$ cat src/rtl/err_stats_if.sv
// Handshake bundle for the windowed error-statistics engine: sample/control in, window results out.
interface err_stats_if #(
  parameter int ERR_WID = 18
);
  logic               sym_clk_en;
  logic [ERR_WID-1:0] error;
  logic               start;
  logic               clear;
  logic [ERR_WID-1:0] mean_err;
  logic [ERR_WID-1:0] mse;
  logic               sat;
  logic               valid;
  logic               busy;

  modport master (
    output sym_clk_en, error, start, clear,
    input  mean_err, mse, sat, valid, busy
  );

  modport slave (
    input  sym_clk_en, error, start, clear,
    output mean_err, mse, sat, valid, busy
  );
endinterface

$ cat src/rtl/err_stats_windowed.sv
// Windowed slicer-error statistics: mean error and MSE over 2^LOG2_N symbols,
// two-stage pipeline (square/capture, accumulate/report), continuous or one-shot.
module err_stats_windowed #(
  parameter int ERR_WID    = 18,
  parameter int LOG2_N     = 20,
  parameter bit CONTINUOUS = 1'b1
) (
  input  logic        sys_clk,
  input  logic        reset,
  err_stats_if.slave  bus
);
  localparam int AW = ERR_WID + LOG2_N;

  typedef enum logic {IDLE, RUN} state_t;
  state_t state_q, state_d;

  logic [LOG2_N-1:0] cnt_q, cnt_d;
  logic              accept, last;

  // clear wins over a coincident sample: the sample is dropped with the window
  assign accept = (state_q == RUN) && bus.sym_clk_en && !bus.clear;
  assign last   = (cnt_q == {LOG2_N{1'b1}});

  always_comb begin
    state_d = state_q;
    cnt_d   = cnt_q;
    if (CONTINUOUS) begin
      state_d = RUN;
    end else begin
      case (state_q)
        IDLE:    if (bus.start && !bus.clear) state_d = RUN;
        RUN:     if (bus.clear || (accept && last)) state_d = IDLE;
        default: state_d = IDLE;
      endcase
    end
    if (bus.clear)   cnt_d = '0;
    else if (accept) cnt_d = cnt_q + 1'b1;
  end

  always_ff @(posedge sys_clk or posedge reset) begin
    if (reset) begin
      state_q <= IDLE;
      cnt_q   <= '0;
    end else begin
      state_q <= state_d;
      cnt_q   <= cnt_d;
    end
  end

  // Square term: only error = most-negative reaches bit 2W-2, so that bit is the overflow flag
  logic signed [2*ERR_WID-1:0] err_x, prod;
  logic                        sq_ovf;
  logic [ERR_WID-1:0]          sq_term;
  logic                        unused_prod;

  assign err_x       = {{ERR_WID{bus.error[ERR_WID-1]}}, bus.error};
  assign prod        = err_x * err_x;
  assign sq_ovf      = prod[2*ERR_WID-2];
  assign sq_term     = sq_ovf ? {ERR_WID{1'b1}} : prod[2*ERR_WID-3:ERR_WID-2];
  assign unused_prod = ^{prod[2*ERR_WID-1], prod[ERR_WID-3:0]};

  logic               s1_vld_q, s1_last_q, s1_sat_q;
  logic [ERR_WID-1:0] s1_err_q, s1_sq_q;

  always_ff @(posedge sys_clk or posedge reset) begin
    if (reset) begin
      s1_vld_q  <= 1'b0;
      s1_last_q <= 1'b0;
      s1_sat_q  <= 1'b0;
      s1_err_q  <= '0;
      s1_sq_q   <= '0;
    end else if (bus.clear) begin
      s1_vld_q  <= 1'b0;
    end else begin
      s1_vld_q <= accept;
      if (accept) begin
        s1_last_q <= last;
        s1_sat_q  <= sq_ovf;
        s1_err_q  <= bus.error;
        s1_sq_q   <= sq_term;
      end
    end
  end

  logic [AW-1:0]      sum_acc_q, sq_acc_q, sum_add, sq_add;
  logic               sat_acc_q;
  logic [ERR_WID-1:0] mean_q, mse_q;
  logic               sat_q, valid_q;

  assign sum_add = sum_acc_q + {{LOG2_N{s1_err_q[ERR_WID-1]}}, s1_err_q};
  assign sq_add  = sq_acc_q + {{LOG2_N{1'b0}}, s1_sq_q};

  // Bits [AW-1:LOG2_N] are the floor shift by LOG2_N; the accumulators restart
  // on the reporting edge so the next window's first sample is not lost.
  always_ff @(posedge sys_clk or posedge reset) begin
    if (reset) begin
      sum_acc_q <= '0;
      sq_acc_q  <= '0;
      sat_acc_q <= 1'b0;
      mean_q    <= '0;
      mse_q     <= '0;
      sat_q     <= 1'b0;
      valid_q   <= 1'b0;
    end else begin
      valid_q <= 1'b0;
      if (bus.clear) begin
        sum_acc_q <= '0;
        sq_acc_q  <= '0;
        sat_acc_q <= 1'b0;
      end else if (s1_vld_q) begin
        if (s1_last_q) begin
          mean_q    <= sum_add[AW-1:LOG2_N];
          mse_q     <= sq_add[AW-1:LOG2_N];
          sat_q     <= sat_acc_q | s1_sat_q;
          valid_q   <= 1'b1;
          sum_acc_q <= '0;
          sq_acc_q  <= '0;
          sat_acc_q <= 1'b0;
        end else begin
          sum_acc_q <= sum_add;
          sq_acc_q  <= sq_add;
          sat_acc_q <= sat_acc_q | s1_sat_q;
        end
      end
    end
  end

  assign bus.mean_err = mean_q;
  assign bus.mse      = mse_q;
  assign bus.sat      = sat_q;
  assign bus.valid    = valid_q;
  assign bus.busy     = (state_q == RUN) | s1_vld_q;
endmodule

$ cat src/flat_wrapper.sv
// flat-port wrapper written by rule: the top's interface ports become plain ports
module err_stats_windowed_flat 
#(
  parameter int ERR_WID    = 18,
  parameter int LOG2_N     = 20,
  parameter bit CONTINUOUS = 1'b1
)
  (sys_clk, reset, bus_sym_clk_en, bus_error, bus_start, bus_clear, bus_mean_err, bus_mse, bus_sat, bus_valid, bus_busy);
  err_stats_if #(.ERR_WID(ERR_WID)) bus_i ();
  input  logic sys_clk;
  input  logic reset;
  input wire logic [$bits(bus_i.sym_clk_en)-1:0] bus_sym_clk_en;
  input wire logic [$bits(bus_i.error)-1:0] bus_error;
  input wire logic [$bits(bus_i.start)-1:0] bus_start;
  input wire logic [$bits(bus_i.clear)-1:0] bus_clear;
  output wire logic [$bits(bus_i.mean_err)-1:0] bus_mean_err;
  output wire logic [$bits(bus_i.mse)-1:0] bus_mse;
  output wire logic [$bits(bus_i.sat)-1:0] bus_sat;
  output wire logic [$bits(bus_i.valid)-1:0] bus_valid;
  output wire logic [$bits(bus_i.busy)-1:0] bus_busy;
  assign bus_i.sym_clk_en = bus_sym_clk_en;
  assign bus_i.error = bus_error;
  assign bus_i.start = bus_start;
  assign bus_i.clear = bus_clear;
  assign bus_mean_err = bus_i.mean_err;
  assign bus_mse = bus_i.mse;
  assign bus_sat = bus_i.sat;
  assign bus_valid = bus_i.valid;
  assign bus_busy = bus_i.busy;
  err_stats_windowed #(.ERR_WID(ERR_WID), .LOG2_N(LOG2_N), .CONTINUOUS(CONTINUOUS)) u_core (.sys_clk(sys_clk), .reset(reset), .bus(bus_i));
endmodule
$ cat config.mk
export PLATFORM = sky130hd
export DESIGN_NAME = err_stats_windowed_flat
export DESIGN_NICKNAME = d
export VERILOG_FILES = /design/src/rtl/err_stats_if.sv /design/src/rtl/err_stats_windowed.sv /design/src/flat_wrapper.sv
export SDC_FILE = /design/constraint.sdc
export NUM_CORES = 1
export LEC_CHECK = 0
export CORE_AREA = 2 2 188 190
export CTS_CLUSTER_SIZE = 40
export DETAILED_ROUTE_END_ITERATION = 16
export DIE_AREA = 0 0 190 192
export GPL_TIMING_DRIVEN = 0
export PLACE_DENSITY = 0.77
export SKIP_LAST_GASP = 1
export SYNTH_ARGS = -nofsm -noshare
export SYNTH_HDL_FRONTEND = slang
export SYNTH_SLANG_ARGS = --single-unit
$ cat constraint.sdc
create_clock -name sys_clk -period 9.6 [get_ports sys_clk]
set_input_delay 2.88 -clock sys_clk [delete_from_list [all_inputs] [get_ports sys_clk]]
set_output_delay 2.88 -clock sys_clk [all_outputs]
set_load 0.05 [all_outputs]
==> impl_metrics.ini, run 1 <==
[die]
initial_core_util_pct = 59.6
rows = 68
coreArea_um2 = 34300
die_x_um = 190
dieArea_um2 = 36500
io_pins = 62
fp.dieH_um = 192

[yosys]
synth_edf_count = 0
synth_seq_cells = 175
async_flop_share_pct = 100
ys_types = 82
synth-main-ff-cell = dfrtp_1
netlist_area_um2 = 20400
synth-seq-area-share_pct = 21.4
synthesis.nets = 2691
synth-warning-count = 0
syn_area_per_cell_um2 = 9.19
synthCells = 2223

[setup_path]
worst_ep_arrival_time_ns = 9.66
path_class = in2reg
critPathMaxFanout = 10
cp_top_family = adder cells
critPathLaunchType = input pin
crit_required_ns = 9.89
cpMaxStageDelayCell = fa_1
crit_top_cell = fa_1
crit_path_cell_trace = clkdlybuf4s50_1 > clkbuf_4 > buf_4 > nand2_1 > fa_1 > fa_1 > fa_1 > fa_1 > inv_1 > fa_1 > inv_1 > fa_1 > inv_1 > ha_1 > a21oi_1 > o21a_1 > o22ai_2 > o311ai_4 > a41oi_4 > a211o_2 > a21oi_4 > xor2_4 > buf_4 > a31oi_1
max_stage_delay_ns = 0.55
critPathBufInv = 7
endpoint_kind = flip-flop

[cells_and_area]
fillers = 2728
ff_latch_area_um2 = 4380
drive_above_1_share_pct = 5.69
syn_to_final_growth_pct = 9.59
layout_common_cells = inv_1, fa_1, nand2_1
final_common_cell = inv_1
multi_input_area_um2 = 14100
nets = 2775
antenna_cells = 0

[sta]
fin_crit_sh_pct = 97.6
tightest_slew_ns = 1.13
holdWs_ns = 0.476
slew_viol_final = 0
slew_headroom_pct = 24.6
finalClockSkew_ns = 0.00937
fmax_ghz = 0.107
period_minus_slack_ns = 9.37
report.final.hold_viol_count = 0
setup_viol = 0

[grt]
grt_pass1_wl_um = 79100
antenna_found_initial = 1
grt_max_degree = 132
grt_use_total_pct = 27.1
grt_pass1_vias = 16400
grt_overflow = 0

[place]
io_buffer_count = 54
gp_congestion = 0.914
dp_hpwl_um = 37500

[clock_tree]
clkLatencyLatePin_ns = 0.44
cts_made_buffers = 17
clock_path_buffers = 2
root_buffer = clkbuf_16
clk_pin_slew_ns = 0.07
clock_sink_count = 175
h-tree-depth = 4
hold_buffers = 0
cts_tree = done

[route]
dr.max_layer_used = met5
wl_met2_um = 23500
vias = 15600
first_iter_violations = 1089
drc = 0
wl_met3_um = 2500
m1WireLength_um = 19800
wl_um = 46900
wl_per_cell_um = 16.9
ant_nets = 0
via_per_inst = 5.63
dr.pass1.iters = 6

[min_path]
hp-class = reg2reg

[run_status]
status = complete, no violations

[run]
maxCapViolCount = 0
flip-flops by register name (all words and copies together), names as in the netlist, 18 cells and up:
| name | count |
|---|---|
| u_core.s1_err_q | 18 |
| u_core.cnt_q | 20 |
| u_core.bus.mse | 18 |
| u_core.sq_acc_q | 38 |
| u_core.bus.mean_err | 18 |
| u_core.s1_sq_q | 18 |
| u_core.sum_acc_q | 38 |
Yosys cell counts, drive strengths merged (6+ instances only):
master	n	share of area, %
a211o	6	0.26
a211oi	9	0.33
a21o	31	1.2
a21oi	81	2.1
a22o	19	0.81
a31oi	24	0.81
and2	41	1.3
and3	19	0.60
buf	7	0.17
clkbuf	73	1.3
dfrtp	175	21
fa	288	28
ha	157	9.6
inv	443	8.1
mux2	10	0.55
mux2i	6	0.29
nand2	271	5.0
nand2b	14	0.43
nand3	38	0.93
nand4	17	0.52
nor2	101	1.9
nor2b	10	0.31
nor3	12	0.37
o211ai	11	0.48
o21a	16	0.59
o21ai	117	3.0
o21bai	10	0.37
o311ai	8	0.50
o31ai	25	0.94
or3	15	0.47
or4	6	0.23
xnor2	57	2.4
xor2	57	2.5
path summary, 6_finish.rpt:
check                                                      from                               end  slack [ns]  cells after the start
worst max-delay path                               bus_error[7]     u_core.s1_sq_q[8]$_DFFE_PP0P_        0.23                     24
worst min-delay path              u_core.bus.mse[4]$_DFFE_PP0P_     u_core.bus.mse[4]$_DFFE_PP0P_        0.48                      2
worst max register to register  u_core.s1_err_q[17]$_DFFE_PP0P_  u_core.sum_acc_q[37]$_DFFE_PP0P_        5.65                     11
worst min register to register    u_core.bus.mse[4]$_DFFE_PP0P_     u_core.bus.mse[4]$_DFFE_PP0P_        0.48                      2
max in group asynchronous                                 reset  u_core.sum_acc_q[18]$_DFFE_PP0P_        5.84                      3
min in group asynchronous                                 reset     u_core.bus.mse[4]$_DFFE_PP0P_        2.82                      2
kinds of logic (layout without fill, tap and decap cells):
| family | count (synthesis) | in the layout | share of synthesized area (%) |
|---|---|---|---|
| compound gates | 383 | 383 | 12.6 |
| flops | 175 | 175 | 21.4 |
| xor+xnor | 114 | 114 | 4.92 |
| simple gates | 566 | 566 | 12.8 |
| other cells | 1 | 1 | 0.0183 |
| mux | 16 | 16 | 0.845 |
| fa+ha+maj | 445 | 445 | 37.8 |
| buf+inv | 523 | 619 | 9.65 |
worst register-to-register path, stage by stage, from the launching register on:
cell      delay (ns)
dfrtp_1         1.03
ha_1            0.39
clkbuf_1        0.17
a211oi_1        0.35
o211ai_1        0.16
a31o_1          0.25
and2_1          0.16
or4_1           0.41
a31oi_1         0.31
o311ai_2        0.20
xnor2_1         0.16
o311ai_1        0.28
timing repair:
action                     in CTS  in global routing
setup endpoints to repair      19                 18
gates resized for setup        33                 42
cloned                          0                  0
buffers inserted                1                 10
pin swaps                       1                  2
cell type report:
type | instances | share of cell area [%]
Multi-Input combinational cell | 1525 | 63.1
Sequential cell | 175 | 19.6
Inverter | 443 | 7.52
Timing Repair Buffer | 66 | 2.95
Tap cell | 455 | 2.54
Clock buffer | 18 | 1.96
Buffer | 79 | 1.69
Clock inverter | 13 | 0.670
layer usage:
layer / track usage, % / vias up
met2: 48.4 / 476
met3: 3.93 / 92
met1: 34.5 / 7787
met5: 0 / -
li1: - / 7253
met4: 7.48 / 2
metrics by stage:
step                worst slack, ns  setup TNS (ns)  util, %  instances  area [um^2]
CTS                          0.0358               0     64.9       2764        22300
global route                -0.0338         -0.0952     65.3       2774        22400
floorplan                     0.490               0        -       2223        20400
detailed placement            -1.38          -23.55     62.9       2733        21600
finish                        0.234               0     65.3       2774        22400
global placement              -1.17          -63.68     62.8       2732        21500
Power of run 1 is left out: the tool's default activity adds up to more than one toggle a clock period on the data nets, which glitch-free logic cannot reach.
==> run 2, diff against run 1 <==
Settings changed: CTS_BUF_LIST set to sky130_fd_sc_hd__clkbuf_4.
==> impl_metrics.ini, run 2 (synthesis gave the netlist of run 1 again) <==
[run_status]
status = complete, no violations

[setup_path]
worst_r2r_path_depth = 10
path_class = in2reg
critPathMaxFanout = 10
crit_required_ns = 10.08
endpoint_kind = flip-flop
worst_ep_arrival_time_ns = 9.87
critPathLaunchType = input pin

[cells_and_area]
fillers = 2819
drive_above_1_share_pct = 5.10
ff_latch_area_um2 = 4380
instances_no_fill = 2768
layout_common_cells = inv_1, fa_1, nand2_1
syn_to_final_growth_pct = 7.63
nets = 2768
final_common_cell = inv_1
multi_input_area_um2 = 14100
reg_top3 = u_core.sq_acc_q: 38 flops, u_core.sum_acc_q: 38 flops, u_core.cnt_q: 20 flops

[die]
die_x_um = 190
fp.dieH_um = 192
coreArea_um2 = 34300
rows = 68
dieArea_um2 = 36500
initial_core_util_pct = 59.6
io_pins = 62

[grt]
antenna_found_initial = 2
grt_pass1_vias = 16400
grt_overflow = 0
grt_max_degree = 132
grt_use_total_pct = 26.9
grt_pass1_wl_um = 78400

[place]
dp_hpwl_um = 37500
place_inst = 2733
io_buffer_count = 54
gp_congestion = 0.914

[clock_tree]
clock_sink_count = 175
h-tree-depth = 4
clock_path_buffers = 2
clk_pin_slew_ns = 0.15
hold_buffers = 0
cts_tree = done
root_buffer = clkbuf_4
cts_made_buffers = 17
clkLatencyLatePin_ns = 0.61

[route]
vias = 15600
via_per_inst = 5.62
ant_nets = 0
wl_um = 46100
drc = 0
first_iter_violations = 1041
dr.pass1.iters = 6
wl_per_cell_um = 16.7

[sta]
period_minus_slack_ns = 9.39
fin_crit_sh_pct = 97.8
rsz0062_at_grt = false
report.final.hold_viol_count = 0
finalClockSkew_ns = 0.0177
fmax_ghz = 0.107
tightest_slew_ns = 1.10
setup_viol = 0
slew_viol_final = 0
slew_headroom_pct = 26.7

[min_path]
hp-class = reg2reg
whs_path_depth = 1

[run]
maxCapViolCount = 0
-- run 2: timing repair --
item / in CTS / in global routing
endpoints found under the setup margin: 19 / 18
pin swaps: 0 / 1
buffers inserted: 1 / 3
gates resized for setup: 21 / 29
-- run 2: path summary, 6_finish.rpt --
kind / slack, ns / to / start
setup / recovery: 0.21 / u_core.s1_sq_q[0]$_DFFE_PP0P_ / bus_error[8]
max in group asynchronous: 6.04 / u_core.sum_acc_q[18]$_DFFE_PP0P_ / reset
hold reg to reg: 0.49 / u_core.sq_acc_q[24]$_DFFE_PP0P_ / u_core.sq_acc_q[24]$_DFFE_PP0P_
hold / removal: 0.49 / u_core.sq_acc_q[24]$_DFFE_PP0P_ / u_core.sq_acc_q[24]$_DFFE_PP0P_
min in group asynchronous: 2.63 / u_core.bus.mse[4]$_DFFE_PP0P_ / reset
setup reg to reg: 5.62 / u_core.sum_acc_q[37]$_DFFE_PP0P_ / u_core.s1_err_q[17]$_DFFE_PP0P_
-- run 2: metal layers --
| metal | share of wire [%] | track usage [%] | routed length, um |
|---|---|---|---|
| met4 | 2.3 | 7.48 | 1050 |
| met5 | 0.024 | 0 | 11 |
| met2 | 50 | 47.9 | 23100 |
| met3 | 5.3 | 4.11 | 2430 |
| met1 | 42 | 34.2 | 19500 |
-- run 2: layout make-up --
cell class,instances,share of cell area [%]
well taps,455,2.59
clock buffers,17,0.580
flip-flops and latches,175,19.9
diodes,1,0.0114
multi-input cells,1525,64.3
inverters,443,7.63
plain buffers,79,1.60
repair buffers,59,2.73
clock inverters,14,0.700
-- run 2: critical path, stage by stage --
cell and delay (ns):
clkdlybuf4s50_1 0.56, clkbuf_2 0.33, clkbuf_4 0.31, nand2_1 0.09, fa_1 0.52, fa_1 0.49
fa_1 0.46, fa_1 0.49, inv_1 0.05, fa_1 0.55, inv_1 0.06, fa_1 0.48
inv_1 0.06, ha_1 0.30, a21oi_1 0.13, o21a_1 0.22, o22ai_2 0.19, o311ai_4 0.41
a41oi_4 0.20, a211o_2 0.37, a21oi_4 0.22, xor2_4 0.19, buf_6 0.20, a31oi_4 0.09
-- run 2: metrics by stage --
step                      setup TNS [ns]  hold WS (ns)  setup slack [ns]  utilization [%]  cell area, um^2
after floorplan                        0         0.423             0.490                -            20400
after global placement            -63.68         0.438             -1.17             62.8            21500
after detailed placement          -23.55         0.469             -1.38             62.9            21600
after CTS                              0         0.497             0.146             63.9            21900
after global routing                   0         0.502           0.00189             64.2            22000
final                                  0         0.492             0.212             64.2            22000
Power of run 2 is left out for the same reason.
==> run 3, diff against run 2 <==
--- a/config.mk
+++ b/config.mk
@@ -6,11 +6,13 @@
 export NUM_CORES = 1
 export LEC_CHECK = 0
-export CORE_AREA = 2 2 188 190
+export CELL_PAD_IN_SITES_DETAIL_PLACEMENT = 1
+export CELL_PAD_IN_SITES_GLOBAL_PLACEMENT = 2
+export CORE_AREA = 2 2 224 226
 export CTS_BUF_LIST = sky130_fd_sc_hd__clkbuf_4
 export CTS_CLUSTER_SIZE = 40
 export DETAILED_ROUTE_END_ITERATION = 16
-export DIE_AREA = 0 0 190 192
+export DIE_AREA = 0 0 226 228
 export GPL_TIMING_DRIVEN = 0
-export PLACE_DENSITY = 0.77
+export PLACE_DENSITY_LB_ADDON = 0.1
 export SKIP_LAST_GASP = 1
 export SYNTH_ARGS = -nofsm -noshare
==> constraint.sdc (replaced) <==
create_clock -name sys_clk -period 9.6 [get_ports sys_clk]
set_input_delay 1.92 -clock sys_clk [delete_from_list [all_inputs] [get_ports sys_clk]]
set_output_delay 1.92 -clock sys_clk [all_outputs]
set_load 0.05 [all_outputs]
==> impl_metrics.ini, run 3 (synthesis gave the netlist of run 1 again) <==
[sta]
slew_headroom_pct = 14.5
report.final.hold_viol_count = 0
fmax_ghz = 0.109
tightest_slew_ns = 1.28
period_minus_slack_ns = 9.15
holdWs_ns = 0.468
slew_viol_final = 0
fin_crit_sh_pct = 95.3
finalClockSkew_ns = 0.0338
setup_viol = 0
finalSetupTns_ns = 0
rsz0062_at_grt = false

[clock_tree]
cts_made_buffers = 17
h-tree-depth = 4
clock_sink_count = 175
clkLatencyLatePin_ns = 0.65
root_buffer = clkbuf_4
clock_path_buffers = 2
cts_tree = done
postCtsSetupBuffers = 0
clk_pin_slew_ns = 0.15

[grt]
grt_use_total_pct = 22.5
grt_pass1_vias = 16900
grt_overflow = 0
grt_pass1_wl_um = 91000
antenna_found_initial = 4
grt_max_degree = 119

[cells_and_area]
layout_common_cells = inv_1, fa_1, nand2_1
fillers = 5794
reg_top3 = u_core.sq_acc_q: 38 flops, u_core.sum_acc_q: 38 flops, u_core.cnt_q: 20 flops
final_common_cell = inv_1
syn_to_final_growth_pct = 8.29
fin_util_pct = 44.8
nets = 2765
instances_no_fill = 2983
drive_above_1_share_pct = 4.11

[min_path]
hp-class = reg2reg

[setup_path]
crit_path_end = u_core.s1_sq_q[0]$_DFFE_PP0P_
worst_ep_arrival_time_ns = 9.66
startpoint = bus_error[11]
regToRegSetupSlack_ns = 5.60
r2r-start = u_core.s1_err_q[17]$_DFFE_PP0P_
worst_r2r_path_depth = 10
endpoint_kind = flip-flop
critPathMaxFanout = 10
crit_required_ns = 10.11
path_class = in2reg
critPathLaunchType = input pin
rr_endpoint = u_core.bus.mean_err[15]$_DFFE_PP0P_

[route]
first_iter_violations = 576
wl_um = 54900
vias = 15200
dr.pass1.iters = 7
wl_per_cell_um = 18.4
ant_nets = 0
drc = 0
via_per_inst = 5.09

[die]
dieArea_um2 = 51500
io_pins = 62
fp.dieH_um = 228
coreArea_um2 = 49300
die_x_um = 226
rows = 82
initial_core_util_pct = 41.4

[place]
dp_hpwl_um = 45500
place_inst = 2950
gp_congestion = 0.857
io_buffer_count = 54

[run]
maxCapViolCount = 0

[run_status]
status = complete, no violations
run 3: changes by cell type in the layout (fill, tap and decap cells not counted), moves of 3 or more:
cell,change
clkbuf_2,-7
clkbuf_4,-6
inv_6,-3
clkbuf_1,+16
clkinvlp_4,+3
buf_4,-4
run 3: cell type report:
cell class                 count  area (um^2)  area share (%)
multi-input combinational   1525        14100            63.7
sequential                   175         4380            19.8
timing repair buffer          55          568            2.57
tap                          672          841            3.80
clock inverter                15          135           0.611
clock buffer                  17          128           0.577
inverter                     443         1670            7.56
buffer                        80          315            1.42
antenna                        1         2.50          0.0113
run 3: worst min path at each step:
stage	start	to	cells past startpoint	slack (ns)
after floorplan	u_core.sq_acc_q[24]$_DFFE_PP0P_	u_core.sq_acc_q[24]$_DFFE_PP0P_	1	0.42
after global placement	u_core.sq_acc_q[24]$_DFFE_PP0P_	u_core.sq_acc_q[24]$_DFFE_PP0P_	1	0.44
after detailed placement	u_core.sq_acc_q[24]$_DFFE_PP0P_	u_core.sq_acc_q[24]$_DFFE_PP0P_	1	0.44
after CTS	u_core.sq_acc_q[24]$_DFFE_PP0P_	u_core.sq_acc_q[24]$_DFFE_PP0P_	1	0.46
after global routing	u_core.sq_acc_q[24]$_DFFE_PP0P_	u_core.sq_acc_q[24]$_DFFE_PP0P_	1	0.48
final	u_core.sq_acc_q[24]$_DFFE_PP0P_	u_core.sq_acc_q[24]$_DFFE_PP0P_	1	0.47
run 3: timing repair:
item / 4_1_cts / 5_1_grt
hold buffers: 0 / 0
setup endpoints to repair: 0 / 18
resized for setup: 0 / 11
run 3: through the flow:
| step | setup slack (ns) | instance area (um^2) |
|---|---|---|
| global placement | -0.660 | 21800 |
| global route | 0.0738 | 22100 |
| finish | 0.448 | 22100 |
| floorplan | 1.45 | 20400 |
| detailed placement | -0.686 | 21900 |
| CTS | 0.0364 | 22100 |
run 3: metal layers:
metal	part of all wire, %	GRT usage (%)	routed length [um]	vias to the layer above
li1	-	-	-	7229
met1	45	29.1	24900	7722
met2	50	39.9	27700	172
met3	2.2	2.42	1220	59
met4	1.9	5.77	1030	6
met5	0.073	0	40	-
run 3: worst max-delay path, stage by stage:
cell             delay [ns]
clkdlybuf4s50_1        0.56
clkbuf_1               0.53
clkbuf_2               0.41
nand2_1                0.18
fa_1                   0.54
fa_1                   0.52
fa_1                   0.52
inv_1                  0.05
fa_1                   0.49
fa_1                   0.50
inv_1                  0.05
fa_1                   0.47
inv_1                  0.04
ha_1                   0.31
a21o_1                 0.17
a21oi_1                0.20
o22ai_1                0.23
o311ai_4               0.36
a41oi_4                0.23
a211o_2                0.37
a21oi_2                0.19
xor2_2                 0.43
buf_6                  0.26
a31oi_4                0.09
Power of run 3 is left out for the same reason.
==> patch: new RTL, settings of run 1 <==
`CONTINUOUS` is set to 1'b1 in 2 places; all go to 1'b0.
--- a/src/rtl/err_stats_windowed.sv
+++ b/src/rtl/err_stats_windowed.sv
@@ -4,5 +4,5 @@
   parameter int ERR_WID    = 18,
   parameter int LOG2_N     = 20,
-  parameter bit CONTINUOUS = 1'b1
+  parameter bit CONTINUOUS = 1'b0
 ) (
   input  logic        sys_clk,
--- a/src/flat_wrapper.sv
+++ b/src/flat_wrapper.sv
@@ -4,5 +4,5 @@
   parameter int ERR_WID    = 18,
   parameter int LOG2_N     = 20,
-  parameter bit CONTINUOUS = 1'b1
+  parameter bit CONTINUOUS = 1'b0
 )
   (sys_clk, reset, bus_sym_clk_en, bus_error, bus_start, bus_clear, bus_mean_err, bus_mse, bus_sat, bus_valid, bus_busy);
Formal check against the unedited RTL: not equivalent (a bounded check fails within 4 cycles, from zero or initial values and one cycle with reset high).
==> patch against run 1 <==
- wire length rose by 1.5%
- highest routed layer is now met4
- design area fell by 1.1%
- synthesized area fell by 0.51%
- clock skew rose by 1.8 ps
- worst setup slack got worse by 2.8 ps
- die area did not move
- sequential cell count did not move
- worst hold slack improved by 8.6 ps
- first-iteration DRC count fell by 4.2%
Power is left out: the tool's default activity adds up to more than one toggle a clock period on the data nets, which glitch-free logic cannot reach.
==> patch: results (changes against run 1) <==
[cells_and_area]
nNetsFinal = 2735  ; was 2775
antenna_cells = 0  ; unchanged
reg.largest.list = u_core.sq_acc_q: 38 flops, u_core.sum_acc_q: 38 flops, u_core.cnt_q: 20 flops  ; unchanged
layout-drive-gt1-share_pct = 4.561  ; was 5.692%
fillers = 2796  ; was 2728

[yosys]
async_reset_ff_share_pct = 100.0  ; unchanged
synth_warnings = 0  ; unchanged
synth-seq-area-share_pct = 21.54  ; was 21.43%
synth.distinct_cells = 75  ; was 82
ys_top_cells_by_count = inv_1, fa_1, nand2_1, dfrtp_1, ha_1  ; unchanged
synth_ff_type = dfrtp_1  ; unchanged
synth_area_leaders = fa_1, dfrtp_1, ha_1  ; unchanged

[worst_setup_path]
cp-startpoint = bus_error[5]  ; was bus_error[7]
worstReg2RegStart = u_core.s1_err_q[17]$_DFFE_PP0P_  ; unchanged
cp_max_fo = 10  ; unchanged
crit_arrival_ps = 9760  ; was 9660 ps

[place]
gp_congestion = 0.9193  ; was 0.9140
dpl.hpwl_mm = 37.90  ; was 37.46 mm
port_buffers = 56  ; was 54
postPlaceCellArea_um2 = 21500  ; was 21580 µm²

[global_route]
grtUsageTotal_pct = 27.78  ; was 27.09%
grt_pass1_vias = 16439  ; was 16423
antenna_found_initial = 0  ; was 1
grt_max_degree = 123  ; was 132
grt_pass1_wl_mm = 80.07  ; was 79.13 mm

[routing]
drt-initial-drc-count = 1043  ; was 1089
vias = 15360  ; was 15610
wl_per_cell_um = 17.40  ; was 16.90 µm
dr.pass1.iters = 5  ; was 6

[cts]
cts-root-buf = clkbuf_16  ; unchanged
cts_made_buffers = 17  ; unchanged
worstSkewPairLatency_ps = 450
clockBufferDepth = 2  ; unchanged
clk_pin_slew_ps = 70  ; about the same
htreeDepth = 4  ; unchanged

[timing]
setup_viol = 0  ; unchanged
finClkSkew_ps = 11.13  ; was 9.370 ps
worst_slew_pin_slew_ps = 1301  ; was 1129 ps

[run_status]
status = completed  ; unchanged

[worst_hold_path]
hp-start = u_core.bus.mse[5]$_DFFE_PP0P_  ; was u_core.bus.mse[4]$_DFFE_PP0P_
hp-class = flip-flop to flip-flop  ; unchanged

[patch: final timing paths]
path                                                    endpoint  slack, ps  cells after the start
worst max-delay path               u_core.s1_sq_q[5]$_DFFE_PP0P_        230                     23
worst min-delay path               u_core.bus.mse[5]$_DFFE_PP0P_        480                      2
worst max register to register  u_core.sum_acc_q[35]$_DFFE_PP0P_       5950                     10
worst min register to register     u_core.bus.mse[5]$_DFFE_PP0P_        480                      2
max in group asynchronous       u_core.sum_acc_q[19]$_DFFE_PP0P_       5850                      3
min in group asynchronous         u_core.bus.mse[11]$_DFFE_PP0P_       2830                      2
[patch: cell type report]
cell class,instances,area (µm²),share of cell area (%)
Multi-Input combinational cell,1497,14000,63.20
Sequential cell,175,4379,19.78
Inverter,438,1655,7.475
Timing Repair Buffer,58,599.3,2.706
Tap cell,455,569.3,2.571
Clock buffer,19,452.9,2.045
Buffer,80,355.3,1.605
Clock inverter,13,137.6,0.6215
[patch: logic make-up (layout without fill, tap and decap cells)]
logic type / Yosys count / after routing / share of synthesized area (%)
simple gates: 529 / 529 / 12.34
buf+inv: 520 / 608 / 9.648
compound gates: 388 / 388 / 12.24
mux: 24 / 24 / 1.366
flops: 175 / 175 / 21.54
xor+xnor: 111 / 111 / 4.855
fa+ha+maj: 445 / 445 / 38.01
[patch: critical path, cell delays in order]
cell,delay (ps)
clkdlybuf4s50_1,660
buf_2,320
nand2_1,170
fa_1,530
fa_1,520
fa_1,520
inv_1,60
fa_1,480
fa_1,480
inv_1,50
fa_1,510
inv_1,50
ha_1,270
and4_1,210
nand2_1,70
o31a_1,360
o21ai_4,260
a31o_4,270
a31oi_4,110
a21oi_4,200
mux2i_4,400
buf_6,200
o22a_1,140
[patch: timing repair]
action / CTS / global route
hold endpoints to repair: 0 / 0
setup buffers: 0 / 1
pin swaps: 0 / 1
setup endpoints to repair: 19 / 18
resized for setup: 20 / 41
[patch: metal layers]
layer,share of wire [%],vias to the layer above,routed length [µm],track usage (%)
li1,-,7178,-,-
met4,2.8,0,1320,8.497
met2,50,400,23830,48.32
met5,0,-,0,0
met3,4.6,104,2176,4.001
met1,43,7678,20260,36.16
[patch: through the flow]
| step | hold WS (ps) | setup slack (ps) | instances | TNS, ps |
|---|---|---|---|---|
| 2_1_floorplan | 455.1 | 731.2 | 2192 | 0 |
| 3_3_place_gp | 467.7 | -855.8 | 2703 | -60170 |
| 3_5_place_dp | 472.6 | -998.3 | 2704 | -17180 |
| 4_1_cts | 488.7 | 11.44 | 2735 | 0 |
| 5_1_grt | 504.9 | 6.460 | 2735 | 0 |
| 6_report | 484.9 | 231.0 | 2735 | 0 |
